File: src/rtl/uart_rx.sv
// ---------------------------------------------------------------------------
// uart_rx
// UART receiver for 8-bit frames: 1 start bit (0), 8 data bits LSB first,
// 1 parity bit (odd or even), and 1 or 2 stop bits (1). Each recovered byte
// is placed in a holding register and flagged with rx_valid. The byte stays
// there until the consumer acknowledges it or the next frame overwrites it.
//
// Ports
//   clk          system clock, single clock domain
//   rst          synchronous, active-high reset
//   Rx_in        asynchronous serial line, idle high
//   Two_stop     1 = frame has 2 stop bits (latched at start confirmation)
//   Odd_parity   1 = odd parity, 0 = even (latched at start confirmation)
//   rx_ack       consumer accepts rx_data; clears rx_valid
//   rx_data      last received byte, held until the next frame completes
//   rx_valid     1 = rx_data holds a byte that has not been read yet
//   parity_err   parity status of the byte in rx_data (1 = mismatch)
//   frame_err    1 = a stop bit of the byte in rx_data was sampled low
//   overrun_err  sticky: a frame completed while rx_valid was 1
// ---------------------------------------------------------------------------
module uart_rx #(
  parameter int BAUD_DIVISOR = 868
) (
  input  logic       clk,
  input  logic       rst,
  input  logic       Rx_in,
  input  logic       Two_stop,
  input  logic       Odd_parity,
  input  logic       rx_ack,
  output logic [7:0] rx_data,
  output logic       rx_valid,
  output logic       parity_err,
  output logic       frame_err,
  output logic       overrun_err
);

  // Terminal counts of the baud counter. The counter starts at 0 on state
  // entry, so a terminal count of N-1 samples N clocks after entry.
  localparam logic [13:0] FULL_TC = 14'(BAUD_DIVISOR - 1);
  localparam logic [13:0] HALF_TC = 14'((BAUD_DIVISOR / 2) - 1);

  typedef enum logic [2:0] {
    ST_IDLE   = 3'd0,
    ST_START  = 3'd1,
    ST_DATA   = 3'd2,
    ST_PARITY = 3'd3,
    ST_STOP1  = 3'd4,
    ST_STOP2  = 3'd5,
    ST_DONE   = 3'd6
  } state_t;

  state_t      state_r;
  logic [13:0] cnt_r;
  logic [2:0]  bit_cnt_r;
  logic [7:0]  shift_r;
  logic        two_stop_r;
  logic        odd_r;
  logic        par_err_r;
  logic        frame_r;
  logic        rx_meta_r;
  logic        rx_s;
  logic        baud_tc_s;

  // Even-parity reduction of one byte: 1 when the byte holds an odd number of ones.
  function automatic logic parity8(input logic [7:0] d);
    return ^d;
  endfunction

  // Two-flop synchronizer for the asynchronous serial line; idles high.
  always_ff @(posedge clk) begin
    if (rst) begin
      rx_meta_r <= 1'b1;
      rx_s      <= 1'b1;
    end else begin
      rx_meta_r <= Rx_in;
      rx_s      <= rx_meta_r;
    end
  end

  // Sample strobe: half a bit into START, then one full bit period per later state.
  always_comb begin
    baud_tc_s = 1'b0;
    case (state_r)
      ST_START:                               baud_tc_s = (cnt_r == HALF_TC);
      ST_DATA, ST_PARITY, ST_STOP1, ST_STOP2: baud_tc_s = (cnt_r == FULL_TC);
      default:                                baud_tc_s = 1'b0;
    endcase
  end

  // Receive FSM with the baud counter and registered outputs.
  always_ff @(posedge clk) begin
    if (rst) begin
      state_r     <= ST_IDLE;
      cnt_r       <= 14'd0;
      bit_cnt_r   <= 3'd0;
      shift_r     <= 8'h00;
      two_stop_r  <= 1'b0;
      odd_r       <= 1'b0;
      par_err_r   <= 1'b0;
      frame_r     <= 1'b0;
      rx_data     <= 8'h00;
      rx_valid    <= 1'b0;
      parity_err  <= 1'b0;
      frame_err   <= 1'b0;
      overrun_err <= 1'b0;
    end else begin
      // DONE below overrides this, so a new byte wins over a coincident ack.
      if (rx_ack && rx_valid) begin
        rx_valid <= 1'b0;
      end else begin
        rx_valid <= rx_valid;
      end

      case (state_r)
        ST_IDLE: begin
          cnt_r <= 14'd0;
          if (!rx_s) begin
            state_r <= ST_START;
          end else begin
            state_r <= ST_IDLE;
          end
        end

        ST_START: begin
          if (baud_tc_s) begin
            cnt_r <= 14'd0;
            if (!rx_s) begin
              // Start bit confirmed: freeze frame options for this frame.
              two_stop_r <= Two_stop;
              odd_r      <= Odd_parity;
              bit_cnt_r  <= 3'd0;
              frame_r    <= 1'b0;
              state_r    <= ST_DATA;
            end else begin
              // Line went high again before mid-bit: glitch, no flags.
              state_r <= ST_IDLE;
            end
          end else begin
            cnt_r <= cnt_r + 14'd1;
          end
        end

        ST_DATA: begin
          if (baud_tc_s) begin
            cnt_r     <= 14'd0;
            shift_r   <= {rx_s, shift_r[7:1]};
            bit_cnt_r <= bit_cnt_r + 3'd1;
            if (bit_cnt_r == 3'd7) begin
              state_r <= ST_PARITY;
            end else begin
              state_r <= ST_DATA;
            end
          end else begin
            cnt_r <= cnt_r + 14'd1;
          end
        end

        ST_PARITY: begin
          if (baud_tc_s) begin
            cnt_r     <= 14'd0;
            // Total ones over data+parity must be odd in odd mode, even in even mode.
            par_err_r <= ((parity8(shift_r) ^ rx_s) != odd_r);
            state_r   <= ST_STOP1;
          end else begin
            cnt_r <= cnt_r + 14'd1;
          end
        end

        ST_STOP1: begin
          if (baud_tc_s) begin
            cnt_r   <= 14'd0;
            frame_r <= frame_r | ~rx_s;
            if (two_stop_r) begin
              state_r <= ST_STOP2;
            end else begin
              state_r <= ST_DONE;
            end
          end else begin
            cnt_r <= cnt_r + 14'd1;
          end
        end

        ST_STOP2: begin
          if (baud_tc_s) begin
            cnt_r   <= 14'd0;
            frame_r <= frame_r | ~rx_s;
            state_r <= ST_DONE;
          end else begin
            cnt_r <= cnt_r + 14'd1;
          end
        end

        ST_DONE: begin
          cnt_r      <= 14'd0;
          rx_data    <= shift_r;
          parity_err <= par_err_r;
          frame_err  <= frame_r;
          rx_valid   <= 1'b1;
          // An ack in this same clock consumes the old byte, so nothing is lost.
          if (rx_valid && !rx_ack) begin
            overrun_err <= 1'b1;
          end else begin
            overrun_err <= overrun_err;
          end
          state_r <= ST_IDLE;
        end

        default: begin
          cnt_r   <= 14'd0;
          state_r <= ST_IDLE;
        end
      endcase
    end
  end

endmodule

File: config.mk
export PLATFORM = sky130hd
export DESIGN_NAME = uart_rx
export DESIGN_NICKNAME = d
export VERILOG_FILES = /design/src/rtl/uart_rx.sv
export SDC_FILE = /design/constraint.sdc
export NUM_CORES = 1
export LEC_CHECK = 0
export BUFFER_PORTS_ARGS = -buffer_cell sky130_fd_sc_hd__buf_2
export CORE_MARGIN = 8
export CORE_UTILIZATION = 60
export CTS_BUF_LIST = sky130_fd_sc_hd__clkbuf_8
export DETAILED_ROUTE_END_ITERATION = 6
export HOLD_SLACK_MARGIN = 0.05
export PLACE_DENSITY = 0.79
export SYNTH_ARGS = -nofsm -noshare
export SYNTH_HDL_FRONTEND = slang
export SYNTH_SLANG_ARGS = --single-unit
File: constraint.sdc
create_clock -name clk -period 3.5 [get_ports clk]
set_input_delay 0.35 -clock clk [delete_from_list [all_inputs] [get_ports clk]]
set_output_delay 0.35 -clock clk [all_outputs]
set_load 0.03 [all_outputs]
==> reports/qor.json <==
{
  "run_status": "finished clean",
  "layout.cells.non_filler": 298,
  "clock-skew-final_ps": 10.0,
  "synth_edf_count": 0,
  "layout-drive-gt1-share_pct": 16.4,
  "clockBufferDepth": 2,
  "chip_height_um": 76.2,
  "cell_by_cell_trace_of_the_critical_path": "inv_1 -> ha_1 -> nor4b_2 -> a32o_2 -> nand4_1 -> mux2i_1 -> nor2_1",
  "timing.final.hold_violations": 0,
  "post_synth_fa_ha_maj_area_fraction_pct": 2.88,
  "gr-usage-all-layers_pct": 14.1,
  "drc_errors": 0,
  "antenna_found_initial": 0,
  "rsz_0062_raised_after_global_routing": "no",
  "mappedNetlistNets": 250,
  "core_area_sq_um": 3580,
  "max_ir_drop_vdd_v": 0.000343,
  "mappedNetlistArea_sq_um": 2180,
  "critical-path-max-stage-delay_ps": 510,
  "post_synth.cell_area_avg_sq_um": 9.10,
  "source_of_the_critical_timing_path": "state_r[1]",
  "slew_violations": 0,
  "worst_slew_pin_slew_ps": 601,
  "ctsHtreeMaxLevel": 2,
  "cts_num_sinks": 46,
  "worst-r2r-setup-slack_ps": 800,
  "insertedDiodeCount": 0,
  "layout.filler_cells": 311,
  "period_needed_ps": 2700,
  "starting_density_of_the_core_pct": 60.8,
  "insertion_delay_ps": 300,
  "placement.io_buffers": 17,
  "die_x_um": 76.2,
  "synth_async_sr_flop_share_pct": 0,
  "final_area_sq_um": 2330,
  "post_route_wl_mm": 3.88,
  "area_growth_syn_to_layout_pct": 7.19,
  "hold_crit_path_type": "in -> reg",
  "fin_setup_tns_ps": 0,
  "synth_seq_area_share_pct": 42.3,
  "synthesized_area_fraction_occupied_by_ao_oa_aoi_and_oai_cells_pct": 8.91,
  "fmax_mhz": 370,
  "mux_contribution_to_synthesized_area_pct": 9.20,
  "place_congestion": 0.829,
  "placedCellCount": 291,
  "ys_types": 43,
  "largest_net_degree_at_the_start_of_global_routing": 35,
  "drt_first_pass_iters": 4,
  "critical_path.endpoint": "shift_r[6]",
  "cp-start-kind": "flop",
  "cp_slowest_cell": "sky130_fd_sc_hd__nand4_1",
  "overflow": 0,
  "crit_required_ps": 3670,
  "drt_iter0_drc": 144,
  "final-setup-viol-count": 0,
  "synth_cells": 239,
  "cts.reportedPaths.clkPinSlew_ps": 80,
  "nNetsFinal": 261,
  "timing.setup.critical_path_class": "reg -> reg",
  "routed-via-count": 1633,
  "yosys_warnings": 0,
  "critPathCaptureType": "flop",
  "die-area_sq_um": 5810,
  "ys.flop_type": "sky130_fd_sc_hd__dfxtp_1",
  "post_cts_resized": 0,
  "post_cts_buffers": 0,
  "root_buf_cell": "sky130_fd_sc_hd__clkbuf_8",
  "main_combinational_cell_family_by_area_after_synthesis": "simple AND/OR/NAND/NOR gates",
  "post_synth_and_or_nand_nor_area_fraction_pct": 23.9,
  "post_synthesis_share_of_cell_area_spent_on_xor_and_xnor_gates_pct": 8.45,
  "crit-reg2reg-launch": "state_r[1]",
  "detailed_place_hpwl_mm": 2.79,
  "power_density_nw_per_um2": 416,
  "ys_ff_latch": 46,
  "finalCritPeriodShare_pct": 77.1,
  "rr_worst_depth": 7,
  "placement.cell_area_sq_um": 2250,
  "worst_r2r_endpoint": "shift_r[6]",
  "crit_fanout": 10,
  "hold_buffers": 0,
  "floorplan.rows": 22,
  "avgViaCountPerCell": 5.48,
  "numCtsBuffers": 5,
  "leakage_nw": 1.02,
  "cap_viol_max_count": 0,
  "worst_ep_arrival_time_ps": 2870,
  "route.detailed.wl_per_inst_um": 13.0,
  "first_global_vias": 1502,
  "worst_slew_margin_rel_pct": 59.8,
  "cts_tree": "done",
  "grt_pass1_wl_mm": 6.91,
  "count_of_nets_left_with_antenna_violations_after_detail_routing": 0,
  "io-pin-count": 18
}
[through the flow]
step                      power, W  hold slack [ps]  util (%)  setup WS (ps)
after global placement    0.000678              395      62.9            936
after global routing       0.00102              217      65.2            516
after detailed placement  0.000680              408      62.9            828
final                     0.000971              236      65.2            800
after CTS                 0.000979              226      65.2            795
after floorplan           0.000661              389         -           1460
[area by class of cell]
type / instances / area, sq um / area share [%]
Clock inverter: 2 / 11.3 / 0.483
Inverter: 7 / 26.3 / 1.13
Multi-Input combinational cell: 173 / 1160 / 49.7
Timing Repair Buffer: 17 / 85.1 / 3.65
Clock buffer: 5 / 68.8 / 2.95
Sequential cell: 46 / 921 / 39.5
Tap cell: 48 / 60.1 / 2.58
[cell families after synthesis]
family | after synthesis
fa+ha+maj | 5
compound gates | 26
flops | 46
simple gates | 101
xor+xnor | 21
buf+inv | 20
mux | 20
[worst max-delay path, delay by kind of cell, from the launching register on]
| family | cells | cell delay [ps] |
|---|---|---|
| AO/OA/AOI/OAI | 1 | 300 |
| multiplexers | 1 | 350 |
| flip-flops | 1 | 490 |
| buffers and inverters | 1 | 170 |
| adder cells (fa/ha/maj) | 1 | 410 |
| AND/OR/NAND/NOR | 3 | 850 |
[sequential cells by signal, indices dropped and copies added (netlist names), 3 cells and up]
register / flops
bit_cnt_r: 3
cnt_r: 14
rx_data: 8
shift_r: 8
state_r: 3
[report_power, final]
part | internal [W] | switching (W) | total (W)
clock | 0.000134 | 0.000166 | 0.000300
sequential | 0.000534 | 0.0000257 | 0.000560
combinational | 0.0000451 | 0.0000651 | 0.000110
[metal layers]
| layer | GRT usage [%] | vias to the layer above | part of all wire, % |
|---|---|---|---|
| met5 | 0 | - | 0 |
| met3 | 4.60 | 6 | 3.9 |
| li1 | - | 840 | - |
| met2 | 20.6 | 30 | 45 |
| met4 | 6.54 | 0 | 1.8 |
| met1 | 18.3 | 757 | 49 |
[cells in the final DEF (no fill, tap or decap), types with 4 or more instances in the layout]
master,synthesis,routed
sky130_fd_sc_hd__nand3_1,9,9
sky130_fd_sc_hd__xor2_1,5,5
sky130_fd_sc_hd__inv_1,7,8
sky130_fd_sc_hd__mux2i_1,20,20
sky130_fd_sc_hd__nand2b_1,4,4
sky130_fd_sc_hd__dfxtp_1,46,46
sky130_fd_sc_hd__a32oi_1,5,5
sky130_fd_sc_hd__clkbuf_8,0,5
sky130_fd_sc_hd__a21oi_1,6,6
sky130_fd_sc_hd__nor2_1,52,52
sky130_fd_sc_hd__nand2_1,8,8
sky130_fd_sc_hd__xnor2_1,16,16
sky130_fd_sc_hd__nand4_1,4,4
sky130_fd_sc_hd__ha_1,5,5
sky130_fd_sc_hd__buf_2,4,17
[worst min-delay path by stage]
stage | from | end | slack, ps | depth (start not counted)
floorplan | rx_meta_r | rx_s | 390 | 1
detailed placement | rx_meta_r | rx_s | 410 | 1
global route | Rx_in | rx_meta_r | 220 | 2
CTS | Rx_in | rx_meta_r | 230 | 2
global placement | rx_meta_r | rx_s | 390 | 1
finish | Rx_in | rx_meta_r | 240 | 2
[synthesized netlist by cell type (all sizes together) (2+ instances only)]
cell	count	area (sq um)
nor2	52	195
ha	5	62.6
or3b	2	20.0
nand2b	4	25.0
nand2	9	36.3
a31oi	3	18.8
nor3b	3	32.5
clkbuf	5	18.8
xor2	5	43.8
o21ai	2	10.0
nand3b	2	15.0
a21oi	6	30.0
o22ai	2	12.5
dfxtp	46	921
inv	7	26.3
or2	3	18.8
a32oi	5	43.8
a211oi	2	25.0
xnor2	16	140
buf	8	50.1
and3	5	33.8
nand3	9	45.0
nand4	4	25.0
mux2i	20	200
No activity file was read; power rests on OpenSTA's default activity.
